===== src/rtl/mux_n_skid.sv =====
// N-way select feeding a 2-entry skid buffer with valid/ready handshake and synchronous flush.
// Optional sticky out-of-range select flag: define MUX_N_SKID_SEL_CHECK_EN to add sel_err.
module mux_n_skid #(
    parameter int unsigned WIDTH = 32,
    parameter int unsigned N     = 4,
    localparam int unsigned SEL_W = (N > 1) ? $clog2(N) : 1
) (
    input  logic               clk,
    input  logic               rstn,
    input  logic [N*WIDTH-1:0] in_data,
    input  logic [SEL_W-1:0]   in_sel,
    input  logic               in_valid,
    output logic               in_ready,
    output logic [WIDTH-1:0]   out_data,
    output logic [SEL_W-1:0]   out_sel,
    output logic               out_valid,
    input  logic               out_ready,
    input  logic               flush,
    output logic [1:0]         count
`ifdef MUX_N_SKID_SEL_CHECK_EN
    ,
    output logic               sel_err
`endif
);

    logic [1:0]       count_q, count_d;
    logic [WIDTH-1:0] h_data_q, h_data_d, t_data_q, t_data_d;
    logic [SEL_W-1:0] h_sel_q, h_sel_d, t_sel_q, t_sel_d;
    logic [WIDTH-1:0] sel_data;
    logic             push, pop;

    // Out-of-range selects match no input and fall through to zero.
    always_comb begin
        sel_data = '0;
        for (int k = 0; k < int'(N); k++) begin
            if (int'(in_sel) == k) begin
                sel_data = in_data[k*WIDTH +: WIDTH];
            end
        end
    end

    assign in_ready  = (count_q != 2'd2);
    assign out_valid = (count_q != 2'd0);
    assign out_data  = h_data_q;
    assign out_sel   = h_sel_q;
    assign count     = count_q;
    assign push      = in_valid & in_ready;
    assign pop       = out_valid & out_ready;

    always_comb begin
        count_d  = count_q;
        h_data_d = h_data_q;
        h_sel_d  = h_sel_q;
        t_data_d = t_data_q;
        t_sel_d  = t_sel_q;
        if (flush) begin
            count_d  = 2'd0;
            h_data_d = '0;
            h_sel_d  = '0;
            t_data_d = '0;
            t_sel_d  = '0;
        end else begin
            case (count_q)
                2'd0: begin
                    if (push) begin
                        h_data_d = sel_data;
                        h_sel_d  = in_sel;
                        count_d  = 2'd1;
                    end
                end
                2'd1: begin
                    if (push && pop) begin
                        h_data_d = sel_data;
                        h_sel_d  = in_sel;
                    end else if (push) begin
                        t_data_d = sel_data;
                        t_sel_d  = in_sel;
                        count_d  = 2'd2;
                    end else if (pop) begin
                        count_d = 2'd0;
                    end
                end
                2'd2: begin
                    if (pop) begin
                        h_data_d = t_data_q;
                        h_sel_d  = t_sel_q;
                        count_d  = 2'd1;
                    end
                end
                default: count_d = 2'd0;
            endcase
        end
    end

    always_ff @(posedge clk) begin
        if (!rstn) begin
            count_q  <= 2'd0;
            h_data_q <= '0;
            h_sel_q  <= '0;
            t_data_q <= '0;
            t_sel_q  <= '0;
        end else begin
            count_q  <= count_d;
            h_data_q <= h_data_d;
            h_sel_q  <= h_sel_d;
            t_data_q <= t_data_d;
            t_sel_q  <= t_sel_d;
        end
    end

`ifdef MUX_N_SKID_SEL_CHECK_EN
    logic sel_err_q, sel_err_d;

    // Sticky until reset; a push discarded by flush still counts as a bad select.
    always_comb begin
        sel_err_d = sel_err_q;
        if (push && (int'(in_sel) >= int'(N))) begin
            sel_err_d = 1'b1;
        end
    end

    always_ff @(posedge clk) begin
        if (!rstn) begin
            sel_err_q <= 1'b0;
        end else begin
            sel_err_q <= sel_err_d;
        end
    end

    assign sel_err = sel_err_q;
`endif

endmodule


===== config.mk =====
export PLATFORM = sky130hd
export DESIGN_NAME = mux_n_skid
export DESIGN_NICKNAME = d
export VERILOG_FILES = /design/src/rtl/mux_n_skid.sv
export SDC_FILE = /design/constraint.sdc
export NUM_CORES = 1
export LEC_CHECK = 0
export BUFFER_PORTS_ARGS = -buffer_cell sky130_fd_sc_hd__buf_2
export CORE_UTILIZATION = 52
export DETAILED_ROUTE_END_ITERATION = 16
export GPL_TIMING_DRIVEN = 0
export PLACE_DENSITY = 0.95
export SLEW_MARGIN = 20
export SYNTH_ARGS = -nofsm -noshare
export SYNTH_HDL_FRONTEND = slang
export SYNTH_SLANG_ARGS = --single-unit

===== constraint.sdc =====
create_clock -name clk -period 2.3 [get_ports clk]
set_clock_uncertainty 0.05 [all_clocks]
set_input_delay 0.23 -clock clk [delete_from_list [all_inputs] [get_ports clk]]
set_output_delay 0.23 -clock clk [all_outputs]
set_load 0.005 [all_outputs]

==> metrics.csv, run 1 <==
metric,value,unit
outcome,"complete, no violations",
yosysUniqueCellTypes,25,
clock_latency,350,ps
clk_pin_slew_worst_paths,70,ps
vias,3705,
fp.dieW,88.8,um
ys_warn_count,0,
synth_seq_area_share,0.357,
drv_slew,0,
final-setup-viol-count,0,
fp-row-count,31,
synth_area_per_cell,10.8,um^2
synth_cells,364,
fin_ws,406,ps
via_per_inst,5.70,
die-area,7890,um^2
portBuffers,170,
reg2reg_to,out_data[14]$_SDFFE_PP0P_,
hold-worst-slack,72.2,ps
htreeDepth,3,
seqPwrFrac,0.464,
rsz0062_at_grt,false,
ys_seq_elements,70,
hold_start,out_ready,
multi_input_area,2270,um^2
period_minus_slack,1890,ps
drt_iter0_markers,195,
fmax,0.528,GHz
startpoint_type,register,
ctsHoldBuffers,0,
fillers,541,
tightest_slew,721,ps
p_comb_frac,0.217,
p_int,1.97,mW
regToRegStartpoint,count[1]$_SDFFE_PP0P_,
cts_setup_buffers,0,
critPathMaxFanout,10,
ant_nets,0,
grt_max_degree,12,
leakage,2.26,nW
clockPowerShare,0.319,
final_hold_viol_count,0,
reg2reg_depth,4,
cts.sinks,70,
clockBufferDepth,2,
die_h,88.8,um
antenna_found_initial,0,
maxCapViolations,0,
grt-ovfl-total,0,
mostFrequentLayoutCell,buf_2,
min_to,count[1]$_SDFFE_PP0P_,
ctsResizeCount,0,
dp.cells,633,
hold_path.class,primary input to register,
cp.arrival,1610,ps
critPathLaunch,count[1]$_SDFFE_PP0P_,
powerDensity,542,nW/um^2
dp_slack,508,ps
drc,0,
dr.pass1.iters,4,
power_switching,0.775,mW
ctsRootBufferMaster,clkbuf_8,
grt_usage,0.292,
nNetsFinal,680,
initial_core_util,0.540,
fin_tns_setup,0,ps
ios,173,
synthesis.area,3920,um^2
holdPathStages,2,
relSlewSlack,0.519,
syn_nets,499,
ir_worst_vdd,0.000301,V
drive_above_1_share,0.493,
cts_tree,done,
worst_ep_required_time,2020,ps
end_kind,output pin,
wirelength,11000,um
swShare,0.282,
grt_pass1_wl,17300,um
ff_latch_area,1400,um^2
fin_cells,650,
grt_pass1_vias,3715,
mostFrequentLayoutCells,"buf_2 (176), nand2_1 (70), dfxtp_1 (70), a211oi_1 (39), a21oi_1 (35)",
coreArea,7250,um^2
place_congestion,0.801,
wl_per_cell,17.0,um
crit_type,register to output pin,
r2r_slack,480,ps
post-route-period-util,0.823,
cts_made_buffers,9,
dp_hpwl,8310,um
area_growth,29.2,%
-- synthesized netlist by cell type (all sizes together) --
master | n | area, um^2
buf | 19 | 158
and4bb | 1 | 12.5
inv | 1 | 3.75
or2b | 1 | 7.51
a211oi | 69 | 668
nand2b | 1 | 6.26
or3b | 1 | 8.76
a21oi | 35 | 175
and3b | 1 | 8.76
nand4bb | 1 | 11.3
dfxtp | 70 | 1400
nand2 | 70 | 263
a21o | 2 | 15.0
mux4 | 32 | 721
mux2 | 1 | 15.0
nand3b | 1 | 7.51
or2 | 1 | 6.26
mux2i | 34 | 340
clkbuf | 23 | 91.3
-- metal layers --
layer,track usage,share of wire,vias up
met5,0,0,-
met4,0.139,0.017,0
met3,0.0690,0.053,23
met2,0.491,0.52,136
met1,0.355,0.41,1803
li1,-,-,1743
-- critical path, stage by stage (launching register included) --
cell	delay, ps
dfxtp_1	470
or2b_1	260
buf_4	180
buf_4	210
buf_2	140
-- power by group through the flow --
stage,Combinational [mW],Sequential (mW),Clock (mW)
detailed placement,0.592,1.30,0
floorplan,0.364,1.30,0
finish,0.595,1.28,0.877
global placement,0.568,1.30,0
CTS,0.595,1.27,0.873
global route,0.646,1.28,0.936
-- state kept, by name (all words and copies together), names as in the netlist --
| signal | cells |
|---|---|
| t_data_q | 32 |
| out_sel | 2 |
| count | 2 |
| t_sel_q | 2 |
| out_data | 32 |
-- area by class of cell --
class	instances	share of cell area
Antenna cell	1	0.000494
Buffer	42	0.0492
Clock buffer	12	0.0287
Clock inverter	4	0.00445
Inverter	1	0.000741
Multi-Input combinational cell	251	0.447
Sequential cell	70	0.277
Tap cell	99	0.0245
Timing Repair Buffer	170	0.168
-- cell families after synthesis --
family	count (synthesis)	share of synthesized area
AO/OA/AOI/OAI	106	0.219
AND/OR/NAND/NOR	78	0.0846
flip-flops	70	0.357
multiplexers	67	0.274
buffers and inverters	43	0.0645
-- worst max-delay path by stage --
stage,to,slack (ps),cells past startpoint
CTS,in_ready,420,4
floorplan,out_data[10]$_SDFFE_PP0P_,790,4
global route,in_ready,350,4
detailed placement,out_data[14]$_SDFFE_PP0P_,510,4
finish,in_ready,410,4
global placement,out_data[14]$_SDFFE_PP0P_,610,4
-- through the flow --
step | total power [mW] | utilization | instance area, um^2
after global placement | 1.87 | 0.675 | 4890
after floorplan | 1.67 | - | 3920
after detailed placement | 1.89 | 0.675 | 4890
final | 2.75 | 0.698 | 5060
after CTS | 2.74 | 0.698 | 5060
after global routing | 2.86 | 0.698 | 5060
(Power assumes the default switching activity.)
==> run 2: changes to the inputs <==
--- a/config.mk
+++ b/config.mk
@@ -6,10 +6,10 @@
 export NUM_CORES = 1
 export LEC_CHECK = 0
 export BUFFER_PORTS_ARGS = -buffer_cell sky130_fd_sc_hd__buf_2
-export CORE_UTILIZATION = 52
+export CORE_UTILIZATION = 48
 export DETAILED_ROUTE_END_ITERATION = 16
 export GPL_TIMING_DRIVEN = 0
-export PLACE_DENSITY = 0.95
+export PLACE_DENSITY = 0.89
 export SLEW_MARGIN = 20
 export SYNTH_ARGS = -nofsm -noshare
 export SYNTH_HDL_FRONTEND = slang
==> constraint.sdc (replaced) <==
create_clock -name clk -period 1.85 [get_ports clk]
set_clock_uncertainty 0.05 [all_clocks]
set_input_delay 0.185 -clock clk [delete_from_list [all_inputs] [get_ports clk]]
set_output_delay 0.185 -clock clk [all_outputs]
set_load 0.005 [all_outputs]
==> metrics.csv, run 2 (same netlist as run 1, synthesis figures left out) <==
metric,value,unit,change
period_minus_slack,1770,ps,
leakage,2.28,nW,+1.0%
end_kind,output pin,,
mostFrequentLayoutCell,buf_2,,
mostFrequentLayoutCells,"buf_2 (176), nand2_1 (70), dfxtp_1 (69), a211oi_1 (39), a21oi_1 (35)",,
area_growth,30.7,%,
startpoint_type,register,,
maxCapViolations,0,,unchanged
fp-row-count,32,,+3.2%
grt_max_degree,13,,+1
cts_made_buffers,9,,unchanged
fp.dieW,92.4,um,+4.0%
die_h,92.4,um,+4.0%
critPathMaxFanout,10,,unchanged
fin_area,5120,um^2,+1.1%
tightest_slew,724,ps,+3.20 ps
grt_pass1_vias,3651,,-1.7%
p_int,2.72,mW,+38%
initial_core_util,0.502,,-0.0384
ant_nets,0,,unchanged
place_congestion,0.819,,+2.2%
drive_above_1_share,0.498,,+0.00545
coreArea,7810,um^2,+7.6%
seqPwrFrac,0.426,,-0.038
place_area,4900,um^2,about the same
ir_worst_vdd,0.000444,V,+48%
outcome,"complete, no violations",,
diodes,0,,-1
powerDensity,727,nW/um^2,+34%
dr.pass1.iters,6,,+2
fillers,636,,+18%
clockPowerShare,0.375,,+0.056
drv_slew,0,,unchanged
final_hold_viol_count,0,,unchanged
grt_pass1_wl,17500,um,+1.0%
fin_tns_setup,0,ps,unchanged
fmax,0.566,GHz,
swShare,0.269,,-0.0137
grt_usage,0.267,,-0.0257
p_comb_frac,0.199,,-0.018
cts_tree,done,,
hold_path.class,primary input to register,,
ctsHoldBuffers,0,,unchanged
relSlewSlack,0.517,,-0.00213
wl_per_cell,17.3,um,+1.8%
die-area,8530,um^2,+8.1%
clock_latency,350,ps,about the same
clockBufferDepth,2,,unchanged
worst_ep_required_time,1620,ps,-400 ps
cts.sinks,70,,unchanged
antenna_found_initial,1,,+1
final-setup-viol-count,0,,unchanged
post-route-period-util,0.955,,
ctsRootBufferMaster,clkbuf_8,,
via_per_inst,5.66,,-0.76%
dp_hpwl,8400,um,+1.0%
clk_pin_slew_worst_paths,70,ps,about the same
rsz0062_at_grt,false,,
drc,0,,unchanged
power_switching,1.00,mW,+29%
grt-ovfl-total,0,,unchanged
htreeDepth,3,,unchanged
ios,173,,unchanged
nNetsFinal,680,,unchanged
cp.arrival,1530,ps,-80 ps
crit_type,register to output pin,,
portBuffers,170,,unchanged
drt_iter0_markers,166,,-15%
wirelength,11300,um,+2.2%
vias,3688,,-0.46%
[run 2: critical path: stages (launching register included)]
cell     delay [ps]
dfxtp_2         400
or2b_1          250
buf_4           180
buf_4           210
buf_2           140
[run 2: layout make-up]
class	instances	area [um^2]	share of cell area
Multi-Input combinational cell	251	2270	0.442
Buffer	42	249	0.0486
Tap cell	102	128	0.0249
Inverter	1	3.75	0.000733
Clock inverter	6	85.1	0.0166
Clock buffer	10	138	0.0269
Sequential cell	70	1400	0.274
Timing Repair Buffer	170	851	0.166
[run 2: worst paths after layout]
kind | endpoint | depth (start not counted) | slack [ps] | start
worst min-delay path | count[1]$_SDFFE_PP0P_ | 2 | 30 | out_ready
worst max-delay path | in_ready | 4 | 80 | count[1]$_SDFFE_PP0P_
worst max register to register | out_data[15]$_SDFFE_PP0P_ | 4 | 90 | count[1]$_SDFFE_PP0P_
worst min register to register | t_data_q[18]$_SDFFE_PP0P_ | 2 | 410 | t_data_q[18]$_SDFFE_PP0P_
[run 2: metal layers]
metal  GRT usage  part of all wire  routed length [um]
met4       0.112             0.018                 208
met1       0.325              0.41                4580
met3      0.0673             0.060                 671
met2       0.448              0.51                5800
met5           0            0.0012                  13
[run 2: what timing repair did]
item                                   in CTS  in global routing
buffers inserted                            0                  0
setup endpoints to repair                   1                  0
gates resized for setup                     1                  0
endpoints found under the hold margin       0                  0
[run 2: power groups by stage]
| stage | combinational (mW) | clock (mW) | sequential (mW) |
|---|---|---|---|
| after floorplan | 0.452 | 0 | 1.62 |
| after global placement | 0.707 | 0 | 1.62 |
| after detailed placement | 0.735 | 0 | 1.62 |
| after CTS | 0.741 | 1.40 | 1.59 |
| after global routing | 0.796 | 1.49 | 1.59 |
| final | 0.741 | 1.40 | 1.59 |
[run 2: stage by stage]
step / std cells / power, mW / util / hold WS, ps / worst slack [ps]
2_1_floorplan: 364 / 2.07 / - / 208 / 336
3_3_place_gp: 636 / 2.33 / 0.627 / 375 / 136
3_5_place_dp: 636 / 2.36 / 0.627 / 388 / 32.9
4_1_cts: 652 / 3.73 / 0.656 / 14.3 / 66.2
5_1_grt: 652 / 3.87 / 0.656 / 39.2 / 5.71
6_report: 652 / 3.72 / 0.656 / 34.6 / 82.6
